<file path="config.mk">
export PLATFORM = sky130hd
export DESIGN_NAME = stream_mux_rr_flat
export DESIGN_NICKNAME = d
export VERILOG_FILES = /design/src/rtl/stream_mux_rr_if.sv /design/src/rtl/stream_mux_rr.sv /design/src/flat_wrapper.sv
export SDC_FILE = /design/constraint.sdc
export NUM_CORES = 1
export LEC_CHECK = 0
export CAP_MARGIN = 30
export CELL_PAD_IN_SITES_DETAIL_PLACEMENT = 1
export CELL_PAD_IN_SITES_GLOBAL_PLACEMENT = 2
export CORE_UTILIZATION = 22
export CTS_CLUSTER_SIZE = 12
export DETAILED_ROUTE_END_ITERATION = 12
export HOLD_SLACK_MARGIN = 0.02
export MAX_ROUTING_LAYER = met4
export PLACE_DENSITY = 0.76
export SETUP_SLACK_MARGIN = 0.3
export SYNTH_ARGS = -nofsm -noshare
export SYNTH_HDL_FRONTEND = slang
export SYNTH_SLANG_ARGS = --single-unit
</file>
<file path="constraint.sdc">
create_clock -name i_clk -period 2.45 [get_ports i_clk]
set_input_delay 0.49 -clock i_clk [delete_from_list [all_inputs] [get_ports i_clk]]
set_output_delay 0.49 -clock i_clk [all_outputs]
set_load 0.05 [all_outputs]
</file>
<file path="src/rtl/stream_mux_rr_if.sv">
// rtl/stream_mux_rr_if.sv - handshake bundle between N producers, the mux and one consumer
interface stream_mux_rr_if #(
  parameter int NUM_CH = 4,
  parameter int DATA_W = 8
);
  localparam int CH_W = $clog2(NUM_CH);

  logic [NUM_CH-1:0]        i_valid;
  logic [NUM_CH*DATA_W-1:0] i_data;
  logic [NUM_CH-1:0]        i_last;
  logic [NUM_CH-1:0]        o_ready;
  logic                     o_valid;
  logic [DATA_W-1:0]        o_data;
  logic                     o_last;
  logic [CH_W-1:0]          o_ch;
  logic                     i_ready;

  modport slave (
    input  i_valid, i_data, i_last, i_ready,
    output o_ready, o_valid, o_data, o_last, o_ch
  );

  modport master (
    output i_valid, i_data, i_last, i_ready,
    input  o_ready, o_valid, o_data, o_last, o_ch
  );
endinterface

</file>
<file path="src/rtl/stream_mux_rr.sv">
// rtl/stream_mux_rr.sv - packet-aware round-robin N:1 stream mux with one registered output stage
// Optional forced-channel select is enabled by defining STREAM_MUX_FORCE_SEL_EN.
module stream_mux_rr #(
  parameter int NUM_CH = 4,
  parameter int DATA_W = 8,
  localparam int CH_W  = $clog2(NUM_CH)
) (
  input  logic            i_clk,
  input  logic            i_rst_n,
`ifdef STREAM_MUX_FORCE_SEL_EN
  input  logic            i_force,
  input  logic [CH_W-1:0] i_force_ch,
`endif
  stream_mux_rr_if.slave  bus
);

  typedef enum logic {S_IDLE, S_LOCKED} state_t;

  localparam logic [CH_W:0] NUM_CH_X = (CH_W+1)'(NUM_CH);

  state_t            state_q, state_d;
  logic [CH_W-1:0]   ptr_q, ptr_d;
  logic [CH_W-1:0]   lock_ch_q, lock_ch_d;
  logic              o_valid_q, o_valid_d;
  logic [DATA_W-1:0] o_data_q, o_data_d;
  logic              o_last_q, o_last_d;
  logic [CH_W-1:0]   o_ch_q, o_ch_d;

  logic [NUM_CH-1:0] elig;
  logic [NUM_CH-1:0] rdy;
  logic              out_free;
  logic              gnt_en;
  logic [CH_W-1:0]   gnt_ch;
  logic              xfer;
  logic [CH_W:0]     cand;
  logic [CH_W:0]     nxt_ch;

  assign out_free = !o_valid_q || bus.i_ready;

  always_comb begin
    elig = bus.i_valid;
`ifdef STREAM_MUX_FORCE_SEL_EN
    // A forced select narrows eligibility to one channel; out-of-range grants nothing.
    if (i_force) begin
      elig = '0;
      if ({1'b0, i_force_ch} < NUM_CH_X) begin
        elig[i_force_ch] = bus.i_valid[i_force_ch];
      end
    end
`endif
  end

  // Scan from the far end toward ptr so the closest eligible channel is the last to write.
  always_comb begin
    gnt_en = 1'b0;
    gnt_ch = '0;
    cand   = '0;
    if (state_q == S_LOCKED) begin
      gnt_en = 1'b1;
      gnt_ch = lock_ch_q;
    end else begin
      for (int i = NUM_CH - 1; i >= 0; i--) begin
        cand = {1'b0, ptr_q} + (CH_W+1)'(i);
        if (cand >= NUM_CH_X) begin
          cand = cand - NUM_CH_X;
        end
        if (elig[cand[CH_W-1:0]]) begin
          gnt_en = 1'b1;
          gnt_ch = cand[CH_W-1:0];
        end
      end
    end
  end

  always_comb begin
    rdy = '0;
    if (i_rst_n && gnt_en && out_free) begin
      rdy[gnt_ch] = 1'b1;
    end
  end

  assign xfer = gnt_en && out_free && bus.i_valid[gnt_ch];

  always_comb begin
    state_d   = state_q;
    ptr_d     = ptr_q;
    lock_ch_d = lock_ch_q;
    o_valid_d = o_valid_q;
    o_data_d  = o_data_q;
    o_last_d  = o_last_q;
    o_ch_d    = o_ch_q;
    nxt_ch    = {1'b0, gnt_ch} + (CH_W+1)'(1);
    if (nxt_ch >= NUM_CH_X) begin
      nxt_ch = '0;
    end
    if (xfer) begin
      o_valid_d = 1'b1;
      o_data_d  = bus.i_data[int'(gnt_ch)*DATA_W +: DATA_W];
      o_last_d  = bus.i_last[gnt_ch];
      o_ch_d    = gnt_ch;
      if (state_q == S_IDLE) begin
        ptr_d = nxt_ch[CH_W-1:0];
        if (!bus.i_last[gnt_ch]) begin
          state_d   = S_LOCKED;
          lock_ch_d = gnt_ch;
        end
      end else if (bus.i_last[gnt_ch]) begin
        state_d = S_IDLE;
      end
    end else if (out_free) begin
      o_valid_d = 1'b0;
    end
  end

  always_ff @(posedge i_clk or negedge i_rst_n) begin
    if (!i_rst_n) begin
      state_q   <= S_IDLE;
      ptr_q     <= '0;
      lock_ch_q <= '0;
      o_valid_q <= 1'b0;
      o_data_q  <= '0;
      o_last_q  <= 1'b0;
      o_ch_q    <= '0;
    end else begin
      state_q   <= state_d;
      ptr_q     <= ptr_d;
      lock_ch_q <= lock_ch_d;
      o_valid_q <= o_valid_d;
      o_data_q  <= o_data_d;
      o_last_q  <= o_last_d;
      o_ch_q    <= o_ch_d;
    end
  end

  assign bus.o_ready = rdy;
  assign bus.o_valid = o_valid_q;
  assign bus.o_data  = o_data_q;
  assign bus.o_last  = o_last_q;
  assign bus.o_ch    = o_ch_q;

endmodule

</file>
<file path="src/flat_wrapper.sv">
// flat-port wrapper written by rule: the top's interface ports become plain ports
module stream_mux_rr_flat 
#(
  parameter int NUM_CH = 4,
  parameter int DATA_W = 8,
  localparam int CH_W  = $clog2(NUM_CH)
)
  (i_clk, i_rst_n, bus_i_valid, bus_i_data, bus_i_last, bus_i_ready, bus_o_ready, bus_o_valid, bus_o_data, bus_o_last, bus_o_ch);
  stream_mux_rr_if #(.NUM_CH(NUM_CH), .DATA_W(DATA_W)) bus_i ();
  input  logic i_clk;
  input  logic i_rst_n;
  input wire logic [$bits(bus_i.i_valid)-1:0] bus_i_valid;
  input wire logic [$bits(bus_i.i_data)-1:0] bus_i_data;
  input wire logic [$bits(bus_i.i_last)-1:0] bus_i_last;
  input wire logic [$bits(bus_i.i_ready)-1:0] bus_i_ready;
  output wire logic [$bits(bus_i.o_ready)-1:0] bus_o_ready;
  output wire logic [$bits(bus_i.o_valid)-1:0] bus_o_valid;
  output wire logic [$bits(bus_i.o_data)-1:0] bus_o_data;
  output wire logic [$bits(bus_i.o_last)-1:0] bus_o_last;
  output wire logic [$bits(bus_i.o_ch)-1:0] bus_o_ch;
  assign bus_i.i_valid = bus_i_valid;
  assign bus_i.i_data = bus_i_data;
  assign bus_i.i_last = bus_i_last;
  assign bus_i.i_ready = bus_i_ready;
  assign bus_o_ready = bus_i.o_ready;
  assign bus_o_valid = bus_i.o_valid;
  assign bus_o_data = bus_i.o_data;
  assign bus_o_last = bus_i.o_last;
  assign bus_o_ch = bus_i.o_ch;
  stream_mux_rr #(.NUM_CH(NUM_CH), .DATA_W(DATA_W)) u_core (.i_clk(i_clk), .i_rst_n(i_rst_n), .bus(bus_i));
endmodule
</file>
Yosys cells after proc, flatten, opt, wreduce, memory -nomap -nowiden
Cells that the tools add are included.

word-level totals
  word-level logic and storage cells = 76
  register bits after elaboration = 17

cells by class
  muxes and demuxes = 37
  add/sub/neg operators = 8
  reduce and logical (&&, ||, !) cells = 10
  order comparisons = 11
  shifts and indexed selects = 1
  bitwise gates (word level) = 2

operators by type and width
  operator                                                                              number
  32-bit by 6-bit indexed part select with 8-bit output                                 1
  2-bit 2-to-1 mux                                                                      14
  2-bit by 3-bit less-than comparator with 1-bit output (second input constant)         5
  1-bit 2-to-1 mux                                                                      15
  1-bit binary-select mux with 2-bit select                                             6
  3-bit greater-or-equal comparator (second input constant)                             4
  2-bit by 1-bit subtractor with 2-bit output (second input constant)                   4
  2-bit by 1-bit adder with 3-bit output (second input constant)                        2
  2-bit by 2-bit adder with 3-bit output (second input constant)                        2
  1-bit logical AND                                                                     5
  4-bit 2-to-1 mux                                                                      1
  2-bit by 3-bit greater-or-equal comparator with 1-bit output (second input constant)  1
  3-bit AND reduction                                                                   1
  1-bit demux with 2-bit select                                                         1
  2-bit by 1-bit greater-or-equal comparator with 1-bit output (second input constant)  1
  1-bit NOT                                                                             2
  2-bit AND reduction                                                                   1
  2-bit nonzero test                                                                    1
  1-bit logical NOT                                                                     1
  1-bit logical OR                                                                      1

Depth between registers and ports, before layout
  word-level depth = 16
  mapped depth = 10
  gate-level depth less buffers = 8

Worst setup path after synthesis
No wires, ideal clock.

  kind = input-to-output
  start point = in bus_i_valid[2]
  end point = out bus_o_ready[0]
  data required time = 1.960 ns
  setup slack = -0.729 ns
  data arrival time = 2.689 ns
  cell stages on the path = 7
  path through = buf_6 nor2b_1 a2111o_1 and2_1 buf_6 buf_2 nor3_1

between the ends
  cells in the longest elaborated chain, start to end = 12
  elaborated cells between the ends (all ways) = 26
  classes of those cells = order compare: 2; mux: 21; reduce/logical: 3

RTL lines
  what                                                                                                                                                         line                 text
  start, declared                                                                                                                                              flat_wrapper.sv:12   input wire logic [$bits(bus_i.i_valid)-1:0] bus_i_valid;
  1-bit binary-select mux with 2-bit select                                                                                                                    stream_mux_rr.sv:67  if (elig[cand[CH_W-1:0]]) begin
  1-bit 2-to-1 mux (implied by the code)                                                                                                                       stream_mux_rr.sv:67
  2-bit 2-to-1 mux (4 in series)                                                                                                                               stream_mux_rr.sv:67
  2-bit 2-to-1 mux                                                                                                                                             stream_mux_rr.sv:58  if (state_q == S_LOCKED) begin
  2-bit by 3-bit less-than comparator with 1-bit output (implied by the code) or 2-bit by 1-bit greater-or-equal comparator with 1-bit output (tied branches)  stream_mux_rr.sv:78  rdy[gnt_ch] = 1'b1;
  1-bit logical AND (implied by the code)                                                                                                                      stream_mux_rr.sv:78
  1-bit 2-to-1 mux (implied by the code)                                                                                                                       stream_mux_rr.sv:78
  1-bit demux with 2-bit select                                                                                                                                --
  4-bit 2-to-1 mux (*)                                                                                                                                         stream_mux_rr.sv:77  if (i_rst_n && gnt_en && out_free) begin
  end, declared                                                                                                                                                flat_wrapper.sv:16   output wire logic [$bits(bus_i.o_ready)-1:0] bus_o_ready;

Every way passes the cells marked *; elsewhere a longest branch is shown, timed or not. The select of a mux whose other input is x is not followed.

Worst setup path in the final report
  start point = in bus_i_valid[2]
  end point = out bus_o_ready[2]

The elaborated chain is that of the path after synthesis.

==> results.py <==
metrics = {
    "layout": {
        "n_antenna_cell": 0,
        "finalNonFillerCells": 303,
        "nNetsFinal": 274,
        "final_common_cell": "clkdlybuf4s50_1",
        "layout-drive-gt1-share": 0.4342,
        "final_cell_mix": "50 x clkdlybuf4s50_1, 34 x buf_4, 26 x mux2i_1",
        "synthToLayoutAreaGrowth_pct": 92.17,
    },
    "yosys": {
        "synth_edf_count": 0,
        "synth_compound_area_frac": 0.1454,
        "synthTopCellsByArea": "dfrtp_1 32%, mux2i_1 19%, mux2_4 11%",
        "synth_top_area_share": 0.3169,
        "synthesis.area_um2": 1343,
        "synthArstFlopShare": 1.000,
        "ys_seq_elements": 17,
        "muxShareOfSynthArea": 0.3392,
        "synthesis.nets": 176,
        "syn_avg_cell_area_um2": 10.25,
        "yosys.area_share.xor_xnor": 0,
        "yosysSeqAreaShare": 0.3169,
        "yosysUniqueCellTypes": 34,
        "yosys.area.top_type": "dfrtp_1",
        "yosys_most_used_dff": "dfrtp_1",
        "synth_top_family_by_area": "multiplexers",
        "syn-instance-count": 131,
        "synth.yosys.warnings": 0,
        "synth-simple-area-share": 0.1128,
        "synthAdderAreaFrac": 0.01864,
    },
    "global_routing": {
        "grt_max_degree": 18,
        "gr-total-overflow": 0,
        "grt_use_total": 0.1491,
        "antenna_found_initial": 0,
        "grt_first_pass_wirelength_um": 7148,
        "grt_pass1_vias": 1409,
    },
    "place": {
        "dp.cells": 289,
        "pre_cts_ws_ns": -0.4354,
        "gp_congestion": 0.7915,
        "io_buffers": 58,
        "hpwl_um": 3128,
    },
    "floorplanning": {
        "fp.dieW_um": 80.12,
        "chipHeight_um": 80.12,
        "start_util": 0.2268,
        "pin_count": 59,
        "die_area_um2": 6419,
        "rows": 28,
        "coreArea_um2": 5921,
    },
    "job": {
        "drv_cap": 0,
    },
    "detailed_routing": {
        "dr.pass1.iters": 4,
        "drt_iter0_drc": 48,
        "wl_um": 4594,
        "avgRoutedWirePerCell_um": 15.16,
        "vias": 1389,
        "ant_nets": 0,
        "drc": 0,
        "vias_per_cell": 4.584,
    },
    "hold_path": {
        "min_path_type": "reg -> reg",
    },
    "pwr": {
        "switching_share": 0.4460,
        "clockPowerShare": 0.057,
        "powerDensity_nw_per_um2": 1446,
        "p_int_uw": 2067,
        "p_sw_uw": 1664,
        "p_leak_uw": 0.001152,
        "ir_worst_vdd_v": 0.0006826,
        "seq_power_share": 0.149,
        "comb_power_share": 0.794,
    },
    "status": {
        "status": "finished, final reports clean",
    },
    "timing": {
        "maxSlewViolCount": 0,
        "worst_slew_pin_slew_ns": 0.5254,
        "slew_headroom": 0.6487,
        "finalSetupTns_ns": 0,
        "fmax_mhz": 415.1,
        "min_period_ns": 2.409,
        "hold_viol": 0,
        "rsz0062_at_grt": "true",
        "post-route-period-util": 0.9833,
        "finalClockSkew_ns": 0.002814,
        "setup_ws_ns": 0.04098,
        "setup_viol": 0,
    },
    "clock_network": {
        "cts_buffers": 3,
        "cts-root-buf": "clkbuf_8",
        "clock_path_buffers": 2,
        "clock-sinks": 17,
        "tritoncts": "built",
        "clkTransAtPathRegs_ns": 0.07,
        "insertion_delay_ns": 0.25,
        "h-tree-depth": 1,
    },
    "setup_path": {
        "worstSetupPathType": "in -> out",
        "worst_setup_path_start_kind": "primary input",
        "worst_setup_path_end_kind": "primary output",
        "cp.required_ns": 1.96,
        "crit_fanout": 5,
        "cp.arrival_ns": 1.92,
    },
}
## path summary, 6_finish.rpt
| check | start | end | slack, ns | cells past startpoint |
|---|---|---|---|---|
| worst max register to register | u_core.ptr_q[1]$_DFFE_PN0P_ | u_core.bus.o_data[1]$_DFFE_PN0P_ | 0.14 | 11 |
| max in group asynchronous | i_rst_n | u_core.ptr_q[0]$_DFFE_PN0P_ | 1.58 | 2 |
| worst max-delay path | bus_i_valid[2] | bus_o_ready[2] | 0.04 | 9 |
| min in group asynchronous | i_rst_n | u_core.bus.o_data[3]$_DFFE_PN0P_ | 0.66 | 2 |
| worst min-delay path | u_core.bus.o_ch[0]$_DFFE_PN0P_ | u_core.bus.o_ch[0]$_DFFE_PN0P_ | 0.51 | 1 |
| worst min register to register | u_core.bus.o_ch[0]$_DFFE_PN0P_ | u_core.bus.o_ch[0]$_DFFE_PN0P_ | 0.51 | 1 |
## Yosys cell counts (all sizes together) (4+ instances only)
master and instances:
mux2i 26, dfrtp 17, mux2 14, buf 9, inv 7, nand2 7, nor2 7, a21oi 5
o21ai 5, nand2b 4, nor3 4
## critical path, cell delays in order
cell	delay, ns
buf_4	0.13
nor2b_4	0.13
a2111o_1	0.43
and2_4	0.19
buf_8	0.13
ha_2	0.16
inv_2	0.06
nor2_4	0.04
buf_12	0.14
## cell families after synthesis
kind of cell | after synthesis
AO/OA/AOI/OAI | 25
adder cells (fa/ha/maj) | 2
buffers and inverters | 16
flip-flops | 17
multiplexers | 40
AND/OR/NAND/NOR | 31
## metal layers
| layer | routed length (µm) | up-vias | part of all wire | global-route usage |
|---|---|---|---|---|
| li1 | - | 671 | - | - |
| met1 | 2133 | 684 | 0.46 | 0.1970 |
| met2 | 2286 | 32 | 0.50 | 0.2436 |
| met3 | 163 | 2 | 0.035 | 0.02955 |
| met4 | 10 | 0 | 0.0022 | 0.01607 |
| met5 | 0 | - | 0 | - |
## final cells by class
class	instances	area [µm²]
tap	75	93.84
inverter	7	26.28
clock buffer	3	41.29
clock inverter	1	5.005
multi-input combinational	98	1020
fill	656	3341
timing repair buffer	102	964.7
sequential	17	429.2
## repair_timing
item,CTS,global route
buffers inserted,9,1
endpoints found under the setup margin,19,18
pin swaps,12,7
gates resized for setup,54,12
hold buffers,0,0
endpoints found under the hold margin,0,0
## flip-flops by register name, indices dropped and copies added (netlist names)
signal and flops:
u_core.bus.o_valid 1, u_core.bus.o_last 1, u_core.bus.o_ch 2, u_core.lock_ch_q 2, u_core.bus.o_data 8, u_core.state_q 1, u_core.ptr_q 2
## metrics by stage
stage | hold WS (ns) | util | instance area (µm²) | total power (µW)
6_report | 0.5111 | 0.4358 | 2580 | 3730
5_1_grt | 0.5271 | 0.4358 | 2580 | 3939
4_1_cts | 0.5034 | 0.4301 | 2546 | 3671
3_5_place_dp | 0.4808 | 0.3838 | 2272 | 3011
3_3_place_gp | 0.4743 | 0.3838 | 2272 | 2985
2_1_floorplan | 0.1944 | - | 1410 | 2223
## power by group through the flow
| stage | Sequential [µW] | Combinational (µW) | Clock [µW] |
|---|---|---|---|
| final | 557 | 2960 | 213 |
| after global routing | 572 | 3140 | 228 |
| after CTS | 547 | 2900 | 222 |
| after detailed placement | 543 | 2470 | 0 |
| after global placement | 540 | 2440 | 0 |
| after floorplan | 857 | 1370 | 0 |
No activity file was read; power rests on OpenSTA's default activity.
